$ cat src/rtl/uart_rx_fifo.sv
// Small synchronous FIFO for checked frames; the head is presented
// combinationally and forced to zero while the FIFO is empty.
module uart_rx_fifo #(
  parameter int WIDTH = 12,
  parameter int DEPTH = 4
) (
  input  logic             clk,
  input  logic             reset_n,
  input  logic             push,
  input  logic             pop,
  input  logic [WIDTH-1:0] din,
  output logic [WIDTH-1:0] dout,
  output logic             full,
  output logic             empty
);

  localparam int AW = $clog2(DEPTH);

  // Pointers carry one extra wrap bit so full and empty are distinguishable
  logic [AW:0]      wr_q, wr_d;
  logic [AW:0]      rd_q, rd_d;
  logic [WIDTH-1:0] mem_q [DEPTH];

  assign empty = (wr_q == rd_q);
  assign full  = (wr_q[AW] != rd_q[AW]) && (wr_q[AW-1:0] == rd_q[AW-1:0]);

  always_comb begin
    wr_d = wr_q;
    rd_d = rd_q;
    if (push) wr_d = wr_q + 1'b1;
    if (pop)  rd_d = rd_q + 1'b1;
  end

  always_ff @(posedge clk or negedge reset_n) begin
    if (!reset_n) begin
      wr_q <= '0;
      rd_q <= '0;
    end else begin
      wr_q <= wr_d;
      rd_q <= rd_d;
    end
  end

  always_ff @(posedge clk) begin
    if (push) mem_q[wr_q[AW-1:0]] <= din;
  end

  assign dout = empty ? '0 : mem_q[rd_q[AW-1:0]];

endmodule

$ cat config.mk
export PLATFORM = sky130hd
export DESIGN_NAME = uart_rx_fifo
export DESIGN_NICKNAME = d
export VERILOG_FILES = /design/src/rtl/uart_rx_fifo.sv
export SDC_FILE = /design/constraint.sdc
export NUM_CORES = 1
export LEC_CHECK = 0
export BUFFER_PORTS_ARGS = -buffer_cell sky130_fd_sc_hd__buf_4
export CORE_UTILIZATION = 51
export DETAILED_ROUTE_END_ITERATION = 8
export PLACE_DENSITY = 0.82
export SLEW_MARGIN = 5
export SYNTH_ARGS = -nofsm -noshare
export SYNTH_HDL_FRONTEND = slang
export SYNTH_SLANG_ARGS = --single-unit
$ cat constraint.sdc
create_clock -name clk -period 1.4 [get_ports clk]
set_input_delay 0.21 -clock clk [delete_from_list [all_inputs] [get_ports clk]]
set_output_delay 0.21 -clock clk [all_outputs]
set_load 0.05 [all_outputs]
# After elaboration in Yosys (flattened, before gate mapping)
# Memory sizes are Yosys's and may differ from the RTL's.
# Index checks and enable logic that the tools add are counted.
# op_classes
n_addsub,2
mul,0
n_div,0
magnitude_cmp,0
eq_ne,3
shift,0
n_mux,3
n_bitwise,0
reduce_logical,1
# op_table
op,count
two-way mux 12 bit,1
adder 3 x 1 -> 3 bit (second input constant),2
== test 3 bit,1
== test 2 bit,1
two-way mux 1 bit,2
logical AND 1 bit,1
inequality test 1 bit,1
# word_totals
register_bits,6
latchBits,0
ram_bits,48
romBits,0
input_bits,16
out_inout_bits,14
word_cells,12
n_memories,1
# memory_table
memory,words,width,read_ports,rd_ports_with_merged_regs,write_ports,line,source
mem_q,4,12,1,0,1,22,logic [WIDTH-1:0] mem_q [DEPTH];

# Longest topological paths before layout
# depth
depth_word,2
depth_mapped,4
ltp_nobuf,4

# Worst setup path after synthesis
# Ideal clock, no wire load.
# synth_timing
kind,reg-to-output
from,reg rd_q[0]
to,out empty
t_arrival_ps,1928
t_required_ps,1190
setup_slack_ps,-738
stages_incl_launch_ff,5
n_path_buf,2
cell_sequence,dfrtp_1 -> buf_6 -> xor2_1 -> buf_2 -> nor3_1
# synth_between
elab_chain_len,1
# synth_rtl
item,line,source
start: declaration,21,"logic [AW:0] rd_q, rd_d;"
start signal: assignment,40,rd_q <= rd_d;
== test 3 bit,24,assign empty = (wr_q == rd_q);
end: declaration,14,output logic empty
# No other way between the ends.

# Worst setup path in the final report
# layout_timing
from,reg rd_q[0]
to,out dout[2]
# layout_between
elab_chain_len,2
# layout_rtl
item,line,source
memory read (4 x 12 bit) or == test 3 bit (tied branches),n/a,
two-way mux 12 bit *,48,assign dout = empty ? '0 : mem_q[rd_q[AW-1:0]];
end: declaration,12,"output logic [WIDTH-1:0] dout,"
# Every way passes the cells marked *; elsewhere a longest branch is shown, timed or not.

==> results by stage <==
Synthesis:
- The top cell type by total area after synthesis is sky130_fd_sc_hd__edfxtp_1.
- The area share of fa/ha/maj cells after synthesis is 0.0280.
- Each instance of the synthesized netlist takes up on average 20.5 µm².
- After synthesis, the share of cell area in mux cells is 0.131.
- Of the post-synthesis cell area, the dominant cell type holds 0.646.
- The post-synthesis share of cell area spent on xor and xnor gates is 0.0314.
- Of the total synthesized cell area, the portion taken by AND, OR, NAND and NOR gates is 0.0191.
- After synthesis, the cell types taking the most area are sky130_fd_sc_hd__edfxtp_1, sky130_fd_sc_hd__mux4_2, sky130_fd_sc_hd__dfrtp_1.
- Synthesis produced a netlist with a net count of 130.
- For this run, the number of Yosys warnings is 0.
- After synthesis, the largest family of logic cells by area is multiplexers.
- The number of library cell types mapped by synthesis is 18.
- The number of standard cells after synthesis is 109.
- After synthesis the cells add up to between 2000 and 2500 µm².
- The compound-cell area share of the yosys netlist is 0.0494.
- Counting flops and latches in the post-synthesis netlist gives 54.
- The share of the Yosys chip area taken by registers is 0.713.

Critical path:
- STA classifies the critical path endpoint as a primary output.
- The critical path class is flip-flop to primary output.
- The worst-case reg-to-reg path depth is 6.
- Together, buffers and inverters on the worst path number 3.
- The kind of cell with the highest combined delay along the critical path is buffers and inverters.
- The critical path's largest stage delay is approximately 0.46 ns.
- The slowest stage of the critical path is the sky130_fd_sc_hd__dfrtp_2 cell.
- The signal on the critical path passes through buf_12, xor2_4, buf_6, o31a_2, buf_8.
- The worst setup path is launched from a flip-flop.
- The critical register-to-register path endpoint is mem_q[0][6].
- The critical path crosses 5 cells after its start point.
- At the worst endpoint, the required time is 1.19 ns.
- The startpoint identified for the worst register-to-register timing path is wr_q[1].
- Of all nets on the critical path, the largest fanout is 5.
- The data arrival at the endpoint of the critical path is between 1.5 and 2 ns.
- The minimum setup slack among reg-to-reg paths is -0.12 ns.

CTS:
- TritonCTS built the clock tree.
- The total number of H-tree levels is 2.
- The clock sink count is between 50 and 60.
- The clock tree buffer depth is 2.
- The root cell of the clock tree is sky130_fd_sc_hd__clkbuf_8.
- After clock tree synthesis, the clock-pin slew on the worst setup and hold paths is roughly 0.090 ns.
- The insertion delay to the later sink of the worst-skew pair is 0.30 ns.
- The number of clock buffers added by TritonCTS is 5.

Finish:
- Leaving out fill and tap cells, the most frequent cell in the layout is sky130_fd_sc_hd__edfxtp_1.
- The library cells used most frequently in the layout, excluding fill and tap cells, are sky130_fd_sc_hd__edfxtp_1, sky130_fd_sc_hd__buf_6, sky130_fd_sc_hd__buf_4.
- Counting the fill cells in the layout gives approximately 230.
- The sequential cells in the finished layout cover a total of 1600 µm².
- The proportion of layout cells with a drive suffix above 1 is 0.620.
- The area of combinational cells with multiple inputs is 801 µm².
- The net count of the finished layout is 186.
- The diode insertion count for antenna repair is 0.
- For this run, the share of the core covered by cells in the final layout is 0.775.
- The layout-stage area growth over the synthesis result is 42.0%.

Routing:
- The routed design uses 2700 µm of met2 wire.
- In this run the remaining antenna-violating nets after routing total 0.
- For this block, the initial DRC count from the detailed router was 92.
- For this run, the detailed router's first-pass iteration total came to 4.
- In the final routing, the length of wire on met1 measures 1680 µm.
- The remaining design rule violation count is 0.
- Across all layers, the routed design uses 1,198 vias.
- In the routed layout, each cell is associated on average with a via count of ~5.5.
- The routed wire length is 4550 µm.
- The detailed router used layers up to and including met4.
- The detailed route wirelength on metal3 is 158 µm.
- The routed wirelength normalized by instance count is 21.1 µm.

Timing:
- The final period utilization is 1.36.
- The setup clock skew after layout is roughly 0.0077 ns.
- The slack of the critical path is -0.501 ns.
- Static timing analysis puts the maximum clock frequency at between 500 and 600 MHz.
- The number of hold-slack violations in the final timing report is 0.
- The slew of the pin with the lowest slew margin is 0.259 ns.
- Setup repair after global routing could not meet its margin everywhere.
- The routed design could run at a clock period as short as 1.90 ns.
- The headroom to the max-slew limit is 0.826.
- The final-report max-slew violation count is 0.
- Setup violations remaining at the end of the flow were counted as 38.

Worst hold path:
- The worst hold-check path type is primary input to flip-flop.
- The startpoint identified for the worst hold timing path is din[9].
- The depth of the worst hold-timing path is 1.
- The path with the worst hold slack has its endpoint at mem_q[0][9].

Floorplan:
- The placement row count is 23.
- The floorplan step defined a die boundary enclosing 4640 µm².
- The area of the core region is 4090 µm².
- The die extent in x is 68.1 µm.
- Measured along the y axis, the die boundary spans just under 70 µm.
- The starting density of the core is 0.546.
- 30 I/O pins were placed.

Placed design:
- At the end of routability-driven placement, the weighted congestion stood at around 0.79.
- During placement, the flow inserted port buffers numbering 29.
- The worst setup slack after placement is -0.578 ns.
- Detailed placement ended at an HPWL of about 2900 µm.

Status:
- The flow ran to the end, but the final reports show violations.
- The checks that failed: setup timing.

Global routing:
- Entering global routing, the biggest net connects 17 pins.
- For this run the aggregate overflow at the end of global routing stands at 0.
- The number of antenna violations at the first check in global routing is 0.
- The overall track demand over capacity in global routing is 0.213.
- The number of global-route vias before repair is 1,302.
- The global-route wire length before repair is 6510 µm.

Run:
- The reported max-cap violation count is 0.
per-layer routing:
| metal | vias to the layer above | GRT usage |
|---|---|---|
| met5 | - | 0 |
| met4 | 0 | 0.0703 |
| met3 | 2 | 0.0467 |
| met2 | 29 | 0.393 |
| met1 | 620 | 0.242 |
| li1 | 547 | - |
Yosys cell counts, drive strengths merged:
cell type and number:
and2 4, buf 6, dfrtp 6, edfxtp 48
ha 5, inv 2, mux2 1, mux4 12
nand2 2, nor3 2, o21ai 1, o31a 12
xnor2 2, xor2 6
registers in the layout, summed over array words and instances (netlist names):
register and flops:
rd_q 3, wr_q 3, mem_q 48
timing repair:
action / 4_1_cts / 5_1_grt
pin swaps: 1 / 3
hold endpoints to repair: 6 / 0
setup buffers: 4 / 3
hold buffers: 1 / 0
setup endpoints to repair: 38 / 59
gates cloned: 1 / 2
gates resized for setup: 25 / 37
through the flow:
| step | instances | hold slack (ns) | TNS, ns | area [µm²] |
|---|---|---|---|---|
| after detailed placement | 201 | 0.0253 | -8.28 | 2760 |
| final | 216 | 0.104 | -8.30 | 3170 |
| after floorplan | 109 | -0.0856 | -1.20 | 2330 |
| after global placement | 201 | 0.0201 | -6.69 | 2760 |
| after CTS | 214 | 0.0960 | -7.53 | 3040 |
| after global routing | 216 | 0.0941 | -9.63 | 3170 |
how the worst max path moves through the flow:
stage	from	to	slack [ns]
after floorplan	rd_q[0]	empty	-0.12
after global placement	rd_q[1]	dout[2]	-0.51
after CTS	rd_q[0]	dout[2]	-0.57
after detailed placement	rd_q[1]	dout[11]	-0.58
final	rd_q[0]	dout[2]	-0.50
after global routing	rd_q[0]	dout[9]	-0.55
logic make-up (layout without fill, tap and decap cells):
family          after synthesis  after routing
flops                        54             54
compound gates               13             13
mux                          13             13
xor+xnor                      8              8
simple gates                  8             10
buf+inv                       8             63
fa+ha+maj                     5              5
worst reg2reg max path, cell delays in order (launching register included):
cell,delay (ns)
sky130_fd_sc_hd__dfrtp_2,0.47
sky130_fd_sc_hd__buf_6,0.14
sky130_fd_sc_hd__buf_6,0.12
sky130_fd_sc_hd__inv_4,0.07
sky130_fd_sc_hd__ha_1,0.15
sky130_fd_sc_hd__and2_4,0.16
sky130_fd_sc_hd__buf_6,0.13
layout make-up:
type                    count  share of cell area
flip-flops and latches     54               0.504
multi-input cells          49               0.253
repair buffers             53               0.179
clock buffers               5              0.0217
clock inverters             3              0.0202
well taps                  50              0.0198
inverters                   2             0.00316
Power is not shown: default switching activity piles up to over one toggle a cycle in this logic, so the estimate is an artifact.
